[src/rtl/core_task_loader_pkg.sv]
// Shared widths and FSM encoding for the per-core task loader.
package core_task_loader_pkg;

    localparam int DEF_INSN_DATA_W = 256;
    localparam int DEF_INSN_W      = 16;
    localparam int DEF_R0_W        = 8;

    typedef enum logic [1:0] {
        ST_IDLE   = 2'd0,
        ST_LOAD   = 2'd1,
        ST_LAUNCH = 2'd2,
        ST_RUN    = 2'd3
    } state_e;

endpackage

[src/rtl/core_task_loader.sv]
// Per-core task receiver: latches one block on start, streams it into the core's
// instruction memory one slice per cycle, launches the core and waits for done.
module core_task_loader
    import core_task_loader_pkg::*;
#(
    parameter int INSN_DATA_W = DEF_INSN_DATA_W,
    parameter int INSN_W      = DEF_INSN_W,
    parameter int R0_W        = DEF_R0_W,
    localparam int N_INSN     = INSN_DATA_W / INSN_W,
    localparam int ADDR_W     = $clog2(N_INSN)
) (
    input  logic                   clk,
    input  logic                   reset,
    input  logic                   start,
    input  logic [INSN_DATA_W-1:0] insn_data,
    input  logic                   init_r0_en,
    input  logic [R0_W-1:0]        init_r0,
    output logic                   ready,
    output logic                   imem_we,
    output logic [ADDR_W-1:0]      imem_addr,
    output logic [INSN_W-1:0]      imem_wdata,
    output logic                   r0_we,
    output logic [R0_W-1:0]        r0_wdata,
    output logic                   core_start,
    input  logic                   core_done,
    output logic                   proto_err
);

    localparam logic [ADDR_W-1:0] LAST_ADDR = ADDR_W'(N_INSN - 1);

    state_e                 state_q, state_d;
    logic [ADDR_W-1:0]      cnt_q, cnt_d;
    logic [INSN_DATA_W-1:0] data_q, data_d;
    logic                   ready_q, ready_d;
    logic                   imem_we_q, imem_we_d;
    logic [ADDR_W-1:0]      imem_addr_q, imem_addr_d;
    logic [INSN_W-1:0]      imem_wdata_q, imem_wdata_d;
    logic                   r0_we_q, r0_we_d;
    logic [R0_W-1:0]        r0_wdata_q, r0_wdata_d;
    logic                   core_start_q, core_start_d;
    logic                   proto_err_q, proto_err_d;
    logic                   accept;

    // A start is only taken when idle; any other start is a protocol error.
    assign accept = start && (state_q == ST_IDLE);

    always_ff @(posedge clk) begin
        if (!reset) begin
            state_q      <= ST_IDLE;
            cnt_q        <= '0;
            data_q       <= '0;
            ready_q      <= 1'b1;
            imem_we_q    <= 1'b0;
            imem_addr_q  <= '0;
            imem_wdata_q <= '0;
            r0_we_q      <= 1'b0;
            r0_wdata_q   <= '0;
            core_start_q <= 1'b0;
            proto_err_q  <= 1'b0;
        end else begin
            state_q      <= state_d;
            cnt_q        <= cnt_d;
            data_q       <= data_d;
            ready_q      <= ready_d;
            imem_we_q    <= imem_we_d;
            imem_addr_q  <= imem_addr_d;
            imem_wdata_q <= imem_wdata_d;
            r0_we_q      <= r0_we_d;
            r0_wdata_q   <= r0_wdata_d;
            core_start_q <= core_start_d;
            proto_err_q  <= proto_err_d;
        end
    end

    always_comb begin
        state_d = state_q;
        cnt_d   = cnt_q;
        data_d  = data_q;
        case (state_q)
            ST_IDLE: begin
                if (start) begin
                    state_d = ST_LOAD;
                    cnt_d   = '0;
                    data_d  = insn_data;
                end
            end
            ST_LOAD: begin
                if (cnt_q == LAST_ADDR) begin
                    state_d = ST_LAUNCH;
                end else begin
                    cnt_d = cnt_q + 1'b1;
                end
            end
            ST_LAUNCH: state_d = ST_RUN;
            ST_RUN: begin
                if (core_done) begin
                    state_d = ST_IDLE;
                end
            end
            default: state_d = ST_IDLE;
        endcase
    end

    // Outputs are computed from the next state so every port comes straight off a flop.
    always_comb begin
        ready_d      = (state_d == ST_IDLE);
        imem_we_d    = (state_d == ST_LOAD);
        imem_addr_d  = '0;
        imem_wdata_d = '0;
        if (state_d == ST_LOAD) begin
            imem_addr_d  = cnt_d;
            imem_wdata_d = data_d[INSN_W*cnt_d +: INSN_W];
        end
        r0_we_d      = accept && init_r0_en;
        r0_wdata_d   = (accept && init_r0_en) ? init_r0 : r0_wdata_q;
        core_start_d = (state_d == ST_LAUNCH);
        proto_err_d  = proto_err_q || (start && (state_q != ST_IDLE));
    end

    assign ready      = ready_q;
    assign imem_we    = imem_we_q;
    assign imem_addr  = imem_addr_q;
    assign imem_wdata = imem_wdata_q;
    assign r0_we      = r0_we_q;
    assign r0_wdata   = r0_wdata_q;
    assign core_start = core_start_q;
    assign proto_err  = proto_err_q;

endmodule

[config.mk]
export PLATFORM = sky130hd
export DESIGN_NAME = core_task_loader
export DESIGN_NICKNAME = d
export VERILOG_FILES = /design/src/rtl/core_task_loader_pkg.sv /design/src/rtl/core_task_loader.sv
export SDC_FILE = /design/constraint.sdc
export NUM_CORES = 1
export LEC_CHECK = 0
export ABC_AREA = 0
export CAP_MARGIN = 40
export CORE_ASPECT_RATIO = 0.7
export CORE_MARGIN = 4
export CORE_UTILIZATION = 50
export CTS_BUF_LIST = sky130_fd_sc_hd__clkbuf_8
export DETAILED_ROUTE_END_ITERATION = 10
export HOLD_SLACK_MARGIN = 0.02
export PLACE_DENSITY = 0.86
export SLEW_MARGIN = 20
export SYNTH_ARGS = -nofsm -noshare
export SYNTH_HDL_FRONTEND = slang
export SYNTH_SLANG_ARGS = --single-unit
[constraint.sdc]
create_clock -name clk -period 3.32 [get_ports clk]
set_clock_uncertainty 0.05 [all_clocks]
set_input_delay 0.332 -clock clk [delete_from_list [all_inputs] [get_ports clk]]
set_output_delay 0.332 -clock clk [all_outputs]
set_load 0.01 [all_outputs]
After elaboration in Yosys (flattened, before gate mapping)
Cells that the tools add are included.
{"block": "totals", "word_cells": 36, "out_inout_bits": 33, "regBits": 295, "input_bits": 269}
{"block": "op_classes", "n_shift": 1, "addsub": 1, "n_eq_ne": 6, "muxes": 9, "n_reduce_logical": 8}
{"operator": "$mux 256", "count": 2}
{"operator": "$shiftx 256x9->16", "count": 1}
{"operator": "$mux 4", "count": 2}
{"operator": "$pmux 2 s4", "count": 1}
{"operator": "$pmux 4 s2", "count": 1}
{"operator": "$eq 2x2->1 const B", "count": 3}
{"operator": "$mux 2", "count": 3}
{"operator": "$add 4x1->4 const B", "count": 1}
{"operator": "$eq 2x1->1 const B", "count": 2}
{"operator": "$eq 4x4->1 const B", "count": 1}
{"operator": "$logic_not 2->1", "count": 2}
{"operator": "$logic_and 1x1->1", "count": 3}
{"operator": "$reduce_and 2->1", "count": 1}
{"operator": "$reduce_bool 2->1", "count": 1}
{"operator": "$logic_or 1x1->1", "count": 1}

Longest topological paths before layout
Gate-level depths: netlist of the first run.
{"block": "depth", "depth_word": 5, "depth_mapped": 12, "mapped_depth_nobuf": 8}

Worst setup path before layout of the first run
No wires, ideal clock.
{"block": "synth_path", "kind": "flip-flop to flip-flop", "startpoint": "reg cnt_q[1]", "endpoint": "reg imem_wdata_q[12] (netlist: imem_wdata[12])", "stages_incl_launch_ff": 11, "path_slack_ns": 0.985, "setup_time_ns": 0.134, "n_path_buf": 2, "required_time_ns": 3.136, "arrival_ns": 2.151, "synth_period_minus_slack_ns": 2.335, "cell_sequence": "dfxtp_1 ha_1 and3_1 buf_4 o211ai_2 and2_1 buf_4 a21oi_1 o22ai_1 a21oi_1 or4_1"}
{"block": "synth_via", "elab_chain_cells": 5, "word_cells_on_any_way": 10, "classes_between": "1 x add/sub; 2 x eq/ne; 1 x shift; 5 x mux; 1 x reduce/logical"}
{"element": "start: declaration", "line": "core_task_loader.sv:32", "rtl": "logic [ADDR_W-1:0] cnt_q, cnt_d;"}
{"element": "start signal: assignment", "line": "core_task_loader.sv:62", "rtl": "cnt_q <= cnt_d;"}
{"element": "parallel branches: the longest is 5 deep, another holds $add 4x1->4"}
{"element": "end signal: assignment", "line": "core_task_loader.sv:67", "rtl": "imem_wdata_q <= imem_wdata_d;"}
{"element": "end: declaration", "line": "core_task_loader.sv:37", "rtl": "logic [INSN_W-1:0] imem_wdata_q, imem_wdata_d;"}
Several ways; the timed one is not identified.
A chain may end at the register's enable or synchronous reset.

Worst setup path after layout of the first run
{"block": "layout_path", "startpoint": "reg cnt_q[0]", "endpoint": "reg imem_wdata_q[11] (netlist: imem_wdata[11])"}
Same word-level chain as after synthesis.

==> reports/metrics.csv, run 1 <==
metric;value;unit
CP Cell Sequence;buf_4, clkinv_1, buf_4, a21oi_4, buf_4, o21ai_0, nand3_1, o211ai_1, a211oi_1, a31o_1;
area of the multi-input gates;6940;sq um
DR WL met3;6890;um
CP bufs+invs;4;
Worst path slowest cell;buf_4;
clk sink count;295;
Least-Margin Pin Slew;0.850;ns
DRT iter0 DRCs;1915;
Worst-Skew Late Latency;0.59;ns
Synth Cell Area;13700;sq um
peak per-stage delay on the critical path;0.47;ns
total CTS buffers;45;
Syn Nets;2014;
GRT Util Overall;32.8;%
hpwl dp;37000;um
Rel. slew slack;43.3;%
worst flop-to-flop path startpoint;cnt_q[0];
fin worst setup slack;0.326;ns
Post-synth EDFFs;0;
Peak VDD IR;0.291;mV
total number of vias;14467;
Hold Crit Start;insn_data[22];
count of standard-cell rows;50;
main flop type after synthesis;dfxtp_1;
share of post-route cells with drive strength above 1;7.66;%
Period Utilization, post-route;90.2;%
Mapped Cells;1744;
drt pass-1 iters;6;
die area;30100;sq um
CP Launch Point;cnt_q[0];
Via density;6.03;
fmax;334;MHz
FILL cells;2167;
crit path kind;flip-flop to flip-flop;
vias in the first global route;13804;
WL met1;21000;um
CP Launch Type;flip-flop;
diodes inserted;0;
CTS tree;built;
met2 routed WL;22000;um
P_leak;6.80;nW
Seq/Total Area, Yosys;43.2;%
Final Max Tran Viols;0;
CP arrival;3.47;ns
placed insts;2321;
largest net degree at the start of global routing;134;
Tmin final;2.99;ns
Max Cap Viol;0;
Routed Antenna Nets;0;
distinct cell type count after synthesis;74;
run status;complete, no violations;
post-place setup slack;0.231;ns
most frequent CP cell;buf_4;
first-pass GRT wire length;77500;um
port buffer count;301;
final hold violation count;0;
initial antenna violation count;6;
Non-Filler Instances;2401;
Critical Path Fanout Max;47;
commonest non-fill, non-tap cell in the layout;nand2_1;
Setup-failing EPs final;0;
clk buf depth;3;
Post-CTS Setup Bufs;0;
Root Buffer;clkbuf_8;
unrepaired setup endpoints after global routing;no;
Post-route DRC;0;
area grow syn2layout;31.4;%
num ports;302;
core area;26800;sq um
Worst path top cell family by delay;buffers and inverters;
Synth Register Bits;295;
Hold-fix buffers, CTS;0;
clk slew on worst S/H paths;0.07;ns
crit path capture type;flip-flop;
flop-to-flop setup slack;0.33;ns
average size of a mapped cell;7.83;sq um
PwrDens;480;nW/um^2
fin nets;2274;
H-tree depth;2;
Synth top area share;43.2;%
Die W;206;um
total gr overflow;0;
min-delay worst type;primary input to flip-flop;
Total Wirelength;51800;um
fraction of registers with async set/reset;0;%
GP Congestion;0.935;
Register Area;5910;sq um
PostCTS Resize Cnt;0;
average wire per standard cell;21.6;um
Initial Utilization;50.9;%
Synth Warn #;0;
Synth area leader;dfxtp_1;
TNS Setup;0;ns
top post-synthesis cells by area;dfxtp_1 43%, nand2_1 11%, a21oi_1 8.9%, mux2i_1 6.7%, nor2_1 4.4%;
die height;146;um
commonest cells after routing, fill and taps aside;390 x nand2_1, 301 x clkdlybuf4s50_1, 294 x dfxtp_1;
Critical Path RT;3.80;ns
highest metal layer with signal wires;met5;
-- logic make-up (layout without fill, tap and decap cells) --
group,Yosys count,in the layout,share of synthesized area [%]
buf+inv,163,456,6.20
mux,91,91,6.67
simple gates,645,645,19.3
compound gates,549,549,24.5
flops,295,295,43.2
fa+ha+maj,1,1,0.0916
-- metal layers --
metal / track usage (%) / vias to the layer above
li1: - / 6651
met1: 44.9 / 6722
met2: 48.3 / 940
met3: 10.8 / 142
met4: 12.0 / 12
met5: 0 / -
-- metrics by stage --
stage | utilization, % | power [mW] | instance area, sq um | hold slack, ns
after floorplan | - | 4.84 | 13700 | 0.383
after global routing | 66.9 | 8.92 | 17900 | 0.246
final | 66.9 | 8.61 | 17900 | 0.238
after CTS | 66.9 | 8.59 | 17900 | 0.224
after detailed placement | 63.5 | 5.64 | 17100 | 0.393
after global placement | 63.5 | 5.60 | 17100 | 0.388
-- cells in the mapped netlist, types with 4 or more instances --
cell,n
o32ai_1,4
a2bb2oi_1,4
mux2i_1,91
o2111ai_1,4
nand4_1,9
a32oi_1,20
o21ai_0,107
and3_1,10
nand3_1,30
inv_1,5
a22oi_1,6
buf_1,7
a311oi_1,4
dfxtp_1,295
o21ai_1,5
or3_1,4
a31oi_1,22
a211o_1,5
a211oi_1,30
buf_4,24
o31ai_1,7
o22ai_1,16
o21a_1,4
nand2_1,392
nor2_1,159
o2bb2ai_1,5
a21oi_1,242
o211ai_1,20
buf_6,8
nor3_1,19
buf_2,59
a221oi_1,10
clkbuf_1,56
and2_1,4
o221ai_1,8
-- path summary, 6_finish.rpt --
check	endpoint	cells after the start
max	imem_wdata[11]	10
min	data_q[22]	3
max reg2reg	imem_wdata[11]	10
min reg2reg	data_q[5]	2
-- report_power, final --
group / internal, mW / total, mW / switching [mW]
Clock: 1.55 / 3.00 / 1.46
Combinational: 0.773 / 1.75 / 0.979
Sequential: 3.75 / 3.86 / 0.109
-- registers in the layout, indices dropped and copies added, names as in the netlist --
register    count
imem_we         1
data_q        256
r0_wdata        8
ready           1
imem_addr       4
state_q         2
imem_wdata     16
r0_we           1
core_start      1
cnt_q           4
proto_err       1
-- worst min-delay path, stage by stage --
cell             delay (ns)
clkdlybuf4s50_1        0.40
nand2_1                0.06
a21oi_1                0.05
-- area by class of cell --
cell class	count	share of cell area [%]
Timing Repair Buffer	368	20.7
Inverter	8	0.209
Tap cell	364	2.54
Multi-Input combinational cell	1286	38.7
Clock inverter	23	0.607
Sequential cell	295	32.9
Clock buffer	57	4.37
No activity file was read; power rests on OpenSTA's default activity.
==> run 2: changes to the inputs <==
--- a/config.mk
+++ b/config.mk
@@ -6,14 +6,15 @@
 export NUM_CORES = 1
 export LEC_CHECK = 0
 export ABC_AREA = 0
-export CAP_MARGIN = 40
+export CAP_MARGIN = 20
 export CORE_ASPECT_RATIO = 0.7
 export CORE_MARGIN = 4
 export CORE_UTILIZATION = 50
 export CTS_BUF_LIST = sky130_fd_sc_hd__clkbuf_8
 export DETAILED_ROUTE_END_ITERATION = 10
+export DONT_BUFFER_PORTS = 1
 export HOLD_SLACK_MARGIN = 0.02
-export PLACE_DENSITY = 0.86
+export PLACE_DENSITY = 0.72
 export SLEW_MARGIN = 20
 export SYNTH_ARGS = -nofsm -noshare
 export SYNTH_HDL_FRONTEND = slang
==> reports/metrics.csv, run 2 (synthesized netlist as in run 1, its figures left out) <==
metric;value;unit
run status;complete, no violations;
Routed Antenna Nets;0;
Root Buffer;clkbuf_8;
sequential power share;44.2;%
drt pass-1 iters;6;
Comb pwr share;18.8;%
initial antenna violation count;9;
largest net degree at the start of global routing;122;
total number of vias;14753;
overall power;8.77;mW
hpwl dp;36400;um
GP Congestion;0.960;
total gr overflow;0;
die area;30100;sq um
count of standard-cell rows;50;
Post-CTS Setup Bufs;0;
Total Wirelength;55300;um
worst flop-to-flop path startpoint;state_q[1];
Clk network pwr share;37.0;%
Tmin final;3.11;ns
die height;146;um
P_leak;6.79;nW
Least-Margin Pin Slew;0.906;ns
clk slew on worst S/H paths;0.07;ns
commonest non-fill, non-tap cell in the layout;nand2_1;
CP arrival;3.50;ns
fin nets;2244;
min-delay worst type;primary input to flip-flop;
Setup-failing EPs final;0;
crit path capture type;flip-flop;
CP Launch Type;flip-flop;
share of post-route cells with drive strength above 1;8.01;%
CP Launch Point;state_q[1];
Most flops, register;data_q;
internal power;6.17;mW
final hold violation count;0;
Final Max Tran Viols;0;
crit path kind;flip-flop to flip-flop;
Rel. slew slack;39.5;%
Switch Pwr;2.61;mW
hold depth;2;
TNS Setup;0;ns
max FFs per register;256;
GRT Util Overall;35.1;%
Via density;6.20;
H-tree depth;2;
clk buf depth;3;
CTS tree;built;
commonest cells after routing, fill and taps aside;390 x nand2_1, 294 x dfxtp_1, 268 x dlygate4sd3_1;
area grow syn2layout;29.4;%
unrepaired setup endpoints after global routing;no;
met1 Use GR;47.0;%
average wire per standard cell;23.2;um
port buffer count;0;
most used routing layer;met2;
Hold Crit Start;reset;
Period Utilization, post-route;93.6;%
met2 GRT Util;53.4;%
Initial Utilization;50.9;%
Die W;206;um
Post-route DRC;0;
num ports;302;
Critical Path RT;3.72;ns
Max Cap Viol;0;
Worst-Skew Late Latency;0.60;ns
vias in the first global route;14079;
first-pass GRT wire length;83100;um
core area;26800;sq um
r2r worst-path depth;6;
Sw Share;29.7;%
DRT iter0 DRCs;1807;
clk sink count;295;
total CTS buffers;46;
PwrDens;496;nW/um^2
global routing met3 resource utilization;10.7;%
fmax;322;MHz
Peak VDD IR;0.276;mV
Critical Path Fanout Max;67;
## run 2: layer usage
layer  part of all wire (%)  vias up
li1                       -     6612
met1                     40     6959
met2                     43      998
met3                     13      178
met4                    4.1        6
met5                  0.063        -
## run 2: path summary, 6_finish.rpt
| path | end | slack (ns) |
|---|---|---|
| worst max-delay path | imem_wdata[13] | 0.21 |
| worst min-delay path | data_q[241] | 0.05 |
| worst max register to register | imem_wdata[13] | 0.21 |
| worst min register to register | data_q[235] | 0.40 |
## run 2: power by group through the flow
stage	combinational (mW)	sequential [mW]	clock (mW)
finish	1.65	3.88	3.25
CTS	1.59	3.87	3.26
global placement	1.28	3.94	0
detailed placement	1.30	3.95	0
floorplan	0.940	3.90	0
global route	1.75	3.89	3.43
## run 2: repair_timing
item,CTS,global route
hold buffers,268,0
endpoints found under the hold margin,272,0
gates resized for setup,0,0
## run 2: cell type report
type / instances / area, sq um
Inverter: 8 / 37.5
Multi-Input combinational cell: 1286 / 6940
Clock buffer: 55 / 757
Timing Repair Buffer: 337 / 3360
Fill cell: 2137 / 9160
Clock inverter: 28 / 203
Tap cell: 364 / 455
Antenna cell: 8 / 20.0
Sequential cell: 295 / 5910
## run 2: through the flow
| stage | utilization [%] | setup slack [ns] | cells | hold slack [ns] | instance area, sq um |
|---|---|---|---|---|---|
| 4_1_cts | 65.8 | 0.323 | 2373 | 0.0285 | 17700 |
| 5_1_grt | 65.9 | 0.141 | 2378 | 0.0520 | 17700 |
| 3_3_place_gp | 52.2 | 0.348 | 2022 | 0.388 | 14000 |
| 3_5_place_dp | 52.2 | 0.333 | 2022 | 0.393 | 14000 |
| 2_1_floorplan | - | 0.985 | 1744 | 0.383 | 13700 |
| 6_report | 65.9 | 0.214 | 2381 | 0.0534 | 17700 |
## run 2: critical path, stage by stage (launching register included)
cell	delay, ns
dfxtp_1	0.43
nor3b_4	0.79
buf_12	0.42
mux2i_1	0.35
a32oi_1	0.12
a211oi_1	0.62
o32ai_1	0.14
==> run 3: changes to the inputs <==
--- a/config.mk
+++ b/config.mk
@@ -13,6 +13,7 @@
 export CTS_BUF_LIST = sky130_fd_sc_hd__clkbuf_8
 export DETAILED_ROUTE_END_ITERATION = 10
 export DONT_BUFFER_PORTS = 1
+export GPL_ROUTABILITY_DRIVEN = 1
 export HOLD_SLACK_MARGIN = 0.02
 export PLACE_DENSITY = 0.72
 export SLEW_MARGIN = 20
==> results of run 3 <==
No change in the layout: final DEF, timing and power equal those of run 2.
